$ cat src/rtl/digit_entry_reg_if.sv
// Operand-path bus for the keypad digit register: command inputs and
// contents/status outputs. The clock and reset stay outside the bundle.
interface digit_entry_reg_if #(
  parameter int COUNT = 4,
  parameter int WIDTH = 4
);
  localparam int DW = $clog2(COUNT + 1);

  logic                   en;
  logic [2:0]             op;
  logic                   dir;
  logic [WIDTH-1:0]       in;
  logic [COUNT*WIDTH-1:0] load_data;
  logic [COUNT*WIDTH-1:0] out;
  logic [DW-1:0]          depth;
  logic                   full;
  logic                   empty;
  logic                   ovf;
  logic                   rej;

  modport master (
    output en, op, dir, in, load_data,
    input  out, depth, full, empty, ovf, rej
  );

  modport slave (
    input  en, op, dir, in, load_data,
    output out, depth, full, empty, ovf, rej
  );
endinterface

$ cat src/rtl/digit_entry_reg.sv
// Multi-mode digit register for the calculator operand path: directional
// shift-in, backspace, rotate, parallel load and clear, with entry tracking.
module digit_entry_reg #(
  parameter int COUNT     = 4,
  parameter int WIDTH     = 4,
  parameter int DIGIT_MAX = 9,
  parameter bit SATURATE  = 1'b1
) (
  input logic             trig,
  input logic             reset,
  digit_entry_reg_if.slave bus
);
  localparam int N  = COUNT * WIDTH;
  localparam int DW = $clog2(COUNT + 1);

  localparam logic [WIDTH-1:0] DMAX     = WIDTH'(DIGIT_MAX);
  localparam logic [DW-1:0]    CNT_FULL = DW'(COUNT);

  localparam logic [2:0] OP_SHIFT  = 3'b001;
  localparam logic [2:0] OP_DELETE = 3'b010;
  localparam logic [2:0] OP_ROTATE = 3'b011;
  localparam logic [2:0] OP_LOAD   = 3'b100;
  localparam logic [2:0] OP_CLEAR  = 3'b101;

  logic [N-1:0]  data;
  logic [DW-1:0] cnt;
  logic          ovf_q;
  logic          rej_q;

  logic [N-1:0] shifted;
  logic [N-1:0] deleted;
  logic [N-1:0] rotated;
  logic         digit_ok;
  logic         is_full;
  logic         is_empty;

  // dir=0 enters at the LSB slot; dir=1 enters at the MSB slot.
  always_comb begin
    shifted = data;
    deleted = data;
    rotated = data;
    if (!bus.dir) begin
      shifted = {data[N-WIDTH-1:0], bus.in};
      deleted = {{WIDTH{1'b0}}, data[N-1:WIDTH]};
      rotated = {data[N-WIDTH-1:0], data[N-1:N-WIDTH]};
    end else begin
      shifted = {bus.in, data[N-1:WIDTH]};
      deleted = {data[N-WIDTH-1:0], {WIDTH{1'b0}}};
      rotated = {data[WIDTH-1:0], data[N-1:WIDTH]};
    end
  end

  assign digit_ok = (bus.in <= DMAX);
  assign is_full  = (cnt == CNT_FULL);
  assign is_empty = (cnt == '0);

  always_ff @(posedge trig or negedge reset) begin
    if (!reset) begin
      data  <= '0;
      cnt   <= '0;
      ovf_q <= 1'b0;
      rej_q <= 1'b0;
    end else begin
      ovf_q <= 1'b0;
      rej_q <= 1'b0;
      if (bus.en) begin
        case (bus.op)
          OP_SHIFT: begin
            if (!digit_ok) begin
              rej_q <= 1'b1;
            end else if (!is_full) begin
              data <= shifted;
              cnt  <= cnt + 1'b1;
            end else if (SATURATE) begin
              rej_q <= 1'b1;
            end else begin
              // Wrap mode: the far-end digit falls off and depth stays at COUNT.
              data  <= shifted;
              ovf_q <= 1'b1;
            end
          end
          OP_DELETE: begin
            if (is_empty) begin
              rej_q <= 1'b1;
            end else begin
              data <= deleted;
              cnt  <= cnt - 1'b1;
            end
          end
          OP_ROTATE: data <= rotated;
          OP_LOAD: begin
            data <= bus.load_data;
            cnt  <= CNT_FULL;
          end
          OP_CLEAR: begin
            data <= '0;
            cnt  <= '0;
          end
          default: ;
        endcase
      end
    end
  end

  assign bus.out   = data;
  assign bus.depth = cnt;
  assign bus.full  = is_full;
  assign bus.empty = is_empty;
  assign bus.ovf   = ovf_q;
  assign bus.rej   = rej_q;
endmodule

$ cat src/flat_wrapper.sv
// flat-port wrapper written by rule: the top's interface ports become plain ports
module digit_entry_reg_flat 
#(
  parameter int COUNT     = 4,
  parameter int WIDTH     = 4,
  parameter int DIGIT_MAX = 9,
  parameter bit SATURATE  = 1'b1
)
  (trig, reset, bus_en, bus_op, bus_dir, bus_in, bus_load_data, bus_out, bus_depth, bus_full, bus_empty, bus_ovf, bus_rej);
  digit_entry_reg_if #(.COUNT(COUNT), .WIDTH(WIDTH)) bus_i ();
  input logic trig;
  input logic reset;
  input wire logic [$bits(bus_i.en)-1:0] bus_en;
  input wire logic [$bits(bus_i.op)-1:0] bus_op;
  input wire logic [$bits(bus_i.dir)-1:0] bus_dir;
  input wire logic [$bits(bus_i.in)-1:0] bus_in;
  input wire logic [$bits(bus_i.load_data)-1:0] bus_load_data;
  output wire logic [$bits(bus_i.out)-1:0] bus_out;
  output wire logic [$bits(bus_i.depth)-1:0] bus_depth;
  output wire logic [$bits(bus_i.full)-1:0] bus_full;
  output wire logic [$bits(bus_i.empty)-1:0] bus_empty;
  output wire logic [$bits(bus_i.ovf)-1:0] bus_ovf;
  output wire logic [$bits(bus_i.rej)-1:0] bus_rej;
  assign bus_i.en = bus_en;
  assign bus_i.op = bus_op;
  assign bus_i.dir = bus_dir;
  assign bus_i.in = bus_in;
  assign bus_i.load_data = bus_load_data;
  assign bus_out = bus_i.out;
  assign bus_depth = bus_i.depth;
  assign bus_full = bus_i.full;
  assign bus_empty = bus_i.empty;
  assign bus_ovf = bus_i.ovf;
  assign bus_rej = bus_i.rej;
  digit_entry_reg #(.COUNT(COUNT), .WIDTH(WIDTH), .DIGIT_MAX(DIGIT_MAX), .SATURATE(SATURATE)) u_core (.trig(trig), .reset(reset), .bus(bus_i));
endmodule
$ cat config.mk
export PLATFORM = sky130hd
export DESIGN_NAME = digit_entry_reg_flat
export DESIGN_NICKNAME = d
export VERILOG_FILES = /design/src/rtl/digit_entry_reg_if.sv /design/src/rtl/digit_entry_reg.sv /design/src/flat_wrapper.sv
export SDC_FILE = /design/constraint.sdc
export NUM_CORES = 1
export LEC_CHECK = 0
export ABC_AREA = 1
export CORE_MARGIN = 3
export CORE_UTILIZATION = 52
export CTS_BUF_LIST = sky130_fd_sc_hd__clkbuf_8
export DETAILED_ROUTE_END_ITERATION = 10
export DONT_BUFFER_PORTS = 1
export PLACE_DENSITY = 0.64
export SLEW_MARGIN = 0
export SYNTH_ARGS = -nofsm -noshare
export SYNTH_HDL_FRONTEND = slang
export SYNTH_SLANG_ARGS = --single-unit
$ cat constraint.sdc
create_clock -name trig -period 1.66 [get_ports trig]
set_input_delay 0 -clock trig [delete_from_list [all_inputs] [get_ports trig]]
set_output_delay 0 -clock trig [all_outputs]
set_load 0.01 [all_outputs]
==> metrics.md <==
| Metric | Value |
|---|---|
| DR pass1 iterations | 4 |
| Clock latency on the worst-skew pair | 0.26 ns |
| R2R cell count | 7 |
| Final Total Pwr | 2.068 mW |
| Initial DRC Count | ~120 |
| Fmax | 0.6741 GHz |
| Primary FF master, synth | dfrtp_1 |
| DRT antenna net count | 0 |
| Die X | 61.19 um |
| CTS root buf | clkbuf_8 |
| Final Routed Wirelength | 4306 um |
| Clk pwr share | 0.242 |
| Io pins | 50 |
| Antenna violations before repair | 0 |
| Combinational fraction of design power | 0.352 |
| Worst hold-check path type | input pin to register |
| TritonCTS Sinks | 20 |
| Pins Over Slew Limit | 0 |
| Remaining Overflow, GRT | 0 |
| Final GP Congestion | 0.8477 |
| Avg WL per Cell | 13.80 um |
| Die H | roughly 61 um |
| Dpl hpwl | 2930 um |
| R2r endpoint | u_core.bus.out[13] |
| Count leader, synth | nand2_1 |
| Max-cap check violation count | 0 |
| Largest area contributor in the netlist | dfrtp_1 |
| Sequential area share after synthesis | 0.3160 |
| Overall Global Routing Usage | 0.2460 |
| Die ar. | 0.003744 sq mm |
| Hold Crit Depth | 4 |
| Worst Setup End Kind | register |
| Top post-synthesis cells by area | dfrtp_1 (32%), nand2_1 (31%), o21ai_0 (8.2%) |
| CP Launch Type | register |
| Failing checks | negative hold slack |
| Min-Delay Startpoint | bus_dir |
| Post-synth EDFFs | 0 |
| TritonCTS clock tree | done |
| Non-filler instance count after layout | about 310 |
| H-tree Lvls | 1 |
| Setup CP Type | register to register |
| Mapped Area | 0.001584 sq mm |
| Vias in the first global route | 1556 |
| Critical R2R Launch | u_core.bus.depth[0] |
| Synthesis-to-finish area growth | 20.54% |
| Reg2reg setup slack | around 0.18 ns |
| Yosys warns | 0 |
| Leak | 0.9542 nW |
| Syn Area/Cell | 6.092 sq um |
| Cells after Synth | 260 |
| RSZ-0062 raised after global routing | false |
| CTS Buffer Depth | 2 |
| Setup tns final | 0 ns |
| Final setup fails | 0 |
| Cts bufs inserted | 3 |
| Worst EP arrival | 1.64 ns |
| Worst Hold Endpoint | u_core.bus.out[12] |
| Clock Skew | 0.004761 ns |
| Synth top cells by count | nand2_1 (130), o21ai_0 (26), dfrtp_1 (20) |
| Core area | 0.002829 sq mm |
| Worst Tran Pin Value | 0.9702 ns |
| First-pass GRT wire length | approximately 6900 um |
| IO buf count | 0 |
| Final hold violations | 1 |
| Initial Util | 0.5599 |
| PwrDens | around 1100 mW/mm^2 |
| Worst vdd ir | about 540 uV |
| FF+latch area | about 500 sq um |
| FF+latch count, synth | 20 |
| Final Net Count | 310 |
| Flop pwr share | 0.407 |
| Setup Buffers After CTS | 0 |
| Cell internal pwr | between 1 and 1.5 mW |
| Fraction of layout cells with a size suffix above 1 | 0.08897 |
| Area of the multi-input gates | roughly 950 sq um |
| Filler cells | 255 |
| Inst Count DP | 288 |
| P_sw | 0.8181 mW |
| Final Cycle Share | 0.8936 |
| Via density | about 5.5 |
| Unique cell type count in the Yosys netlist | 24 |
| Ant diodes | 0 |
| Switching share of power | 0.3955 |
| Status | finished with violations |
| Critical Path RT | about 1.8 ns |
| Final min period | around 1.5 ns |
| Post-route DRC | 0 |
| Post-synth top area share | 0.3160 |
| Largest net degree at the start of global routing | 26 |
| # rows | 19 |
| Post-synth net total | 288 |
| Async set or reset register ratio after synthesis | 1.000 |
| DR vias | 1723 |
| Hold_ws | -0.01183 ns |
| Crit path max fanout | 16 |
| Slew HR | 0.3511 |
| CTS clk-pin slew, worst paths | 0.09 ns |
worst max-delay path, stage by stage, from the launching register on:
cell,delay [ns]
dfrtp_1,0.43
nor3_1,0.36
nand2_2,0.16
nand3_2,0.14
nor2_4,0.04
buf_12,0.14
nand2_1,0.05
nand2_1,0.05
layer usage:
metal,part of all wire,GRT usage,vias to the layer above
met2,0.47,0.3912,74
li1,-,-,871
met1,0.45,0.3329,772
met4,0.010,0.08669,0
met5,0,0,-
met3,0.074,0.04612,6
through the flow:
stage,instance area [sq um],setup WS (ns),util
after global routing,1909,0.04772,0.6749
after detailed placement,1630,0.1888,0.5763
after global placement,1630,0.2291,0.5763
final,1909,0.1766,0.6749
after floorplan,1584,0.1001,-
after CTS,1912,0.02147,0.6758
logic make-up after synthesis:
group,after synthesis,synth area share
other,1,0.002367
AO/OA/AOI/OAI,29,0.09794
buffers and inverters,33,0.09083
flip-flops,20,0.3160
AND/OR/NAND/NOR,176,0.4803
adder cells (fa/ha/maj),1,0.01264
final cells by class:
| class | count | share of cell area |
|---|---|---|
| Multi-Input combinational cell | 207 | 0.4954 |
| Clock buffer | 3 | 0.02163 |
| Tap cell | 31 | 0.02031 |
| Inverter | 23 | 0.04522 |
| Timing Repair Buffer | 27 | 0.1389 |
| Clock inverter | 1 | 0.01573 |
| Sequential cell | 20 | 0.2628 |
how the worst max path moves through the flow:
| stage | slack [ns] | end | from |
|---|---|---|---|
| after floorplan | 0.10 | u_core.bus.out[1] | u_core.bus.depth[0] |
| after global placement | 0.23 | u_core.bus.depth[2] | u_core.bus.depth[0] |
| after detailed placement | 0.19 | u_core.bus.out[10] | u_core.bus.depth[0] |
| after CTS | 0.02 | u_core.bus.out[12] | u_core.bus.out[8] |
| after global routing | 0.05 | u_core.bus.out[6] | u_core.bus.depth[0] |
| final | 0.18 | u_core.bus.out[13] | u_core.bus.depth[0] |
repair_timing:
item | in CTS | in global routing
endpoints found under the hold margin | 38 | 0
endpoints found under the setup margin | 0 | 1
gates resized for setup | 0 | 5
hold buffers | 21 | 0
state kept, by name (all words and copies together), names as in the netlist:
signal and flops:
u_core.bus.out 16, u_core.bus.rej 1, u_core.bus.depth 3
power by group through the flow:
stage | clock network, mW | logic (mW) | registers [mW]
after CTS | 0.509 | 0.724 | 0.838
after global placement | 0 | 0.653 | 0.844
final | 0.500 | 0.727 | 0.841
after global routing | 0.535 | 0.838 | 0.873
after detailed placement | 0 | 0.666 | 0.848
after floorplan | 0 | 0.487 | 0.826
cell usage in the layout, fill, tap and decap left out:
cell type,synthesis,final
clkbuf_8,0,3
nor2_1,10,10
o21ai_2,0,1
nand4_4,1,1
dlygate4sd3_1,0,20
dfrtp_2,0,1
conb_1,1,1
nand4_1,10,10
nand2_2,2,3
nand2_1,130,129
nand2_4,1,1
nand3_2,1,1
nor2_4,2,2
dfrtp_1,20,19
inv_2,3,3
buf_4,2,6
fa_1,1,1
nand3_1,18,18
clkinv_1,1,1
bufinv_16,0,1
o21ai_1,1,2
nor3_1,1,1
inv_1,19,19
o211ai_2,1,1
buf_12,0,1
a21boi_0,1,1
o21ai_0,26,24
Note: power is estimated with default switching activity, not from simulation.
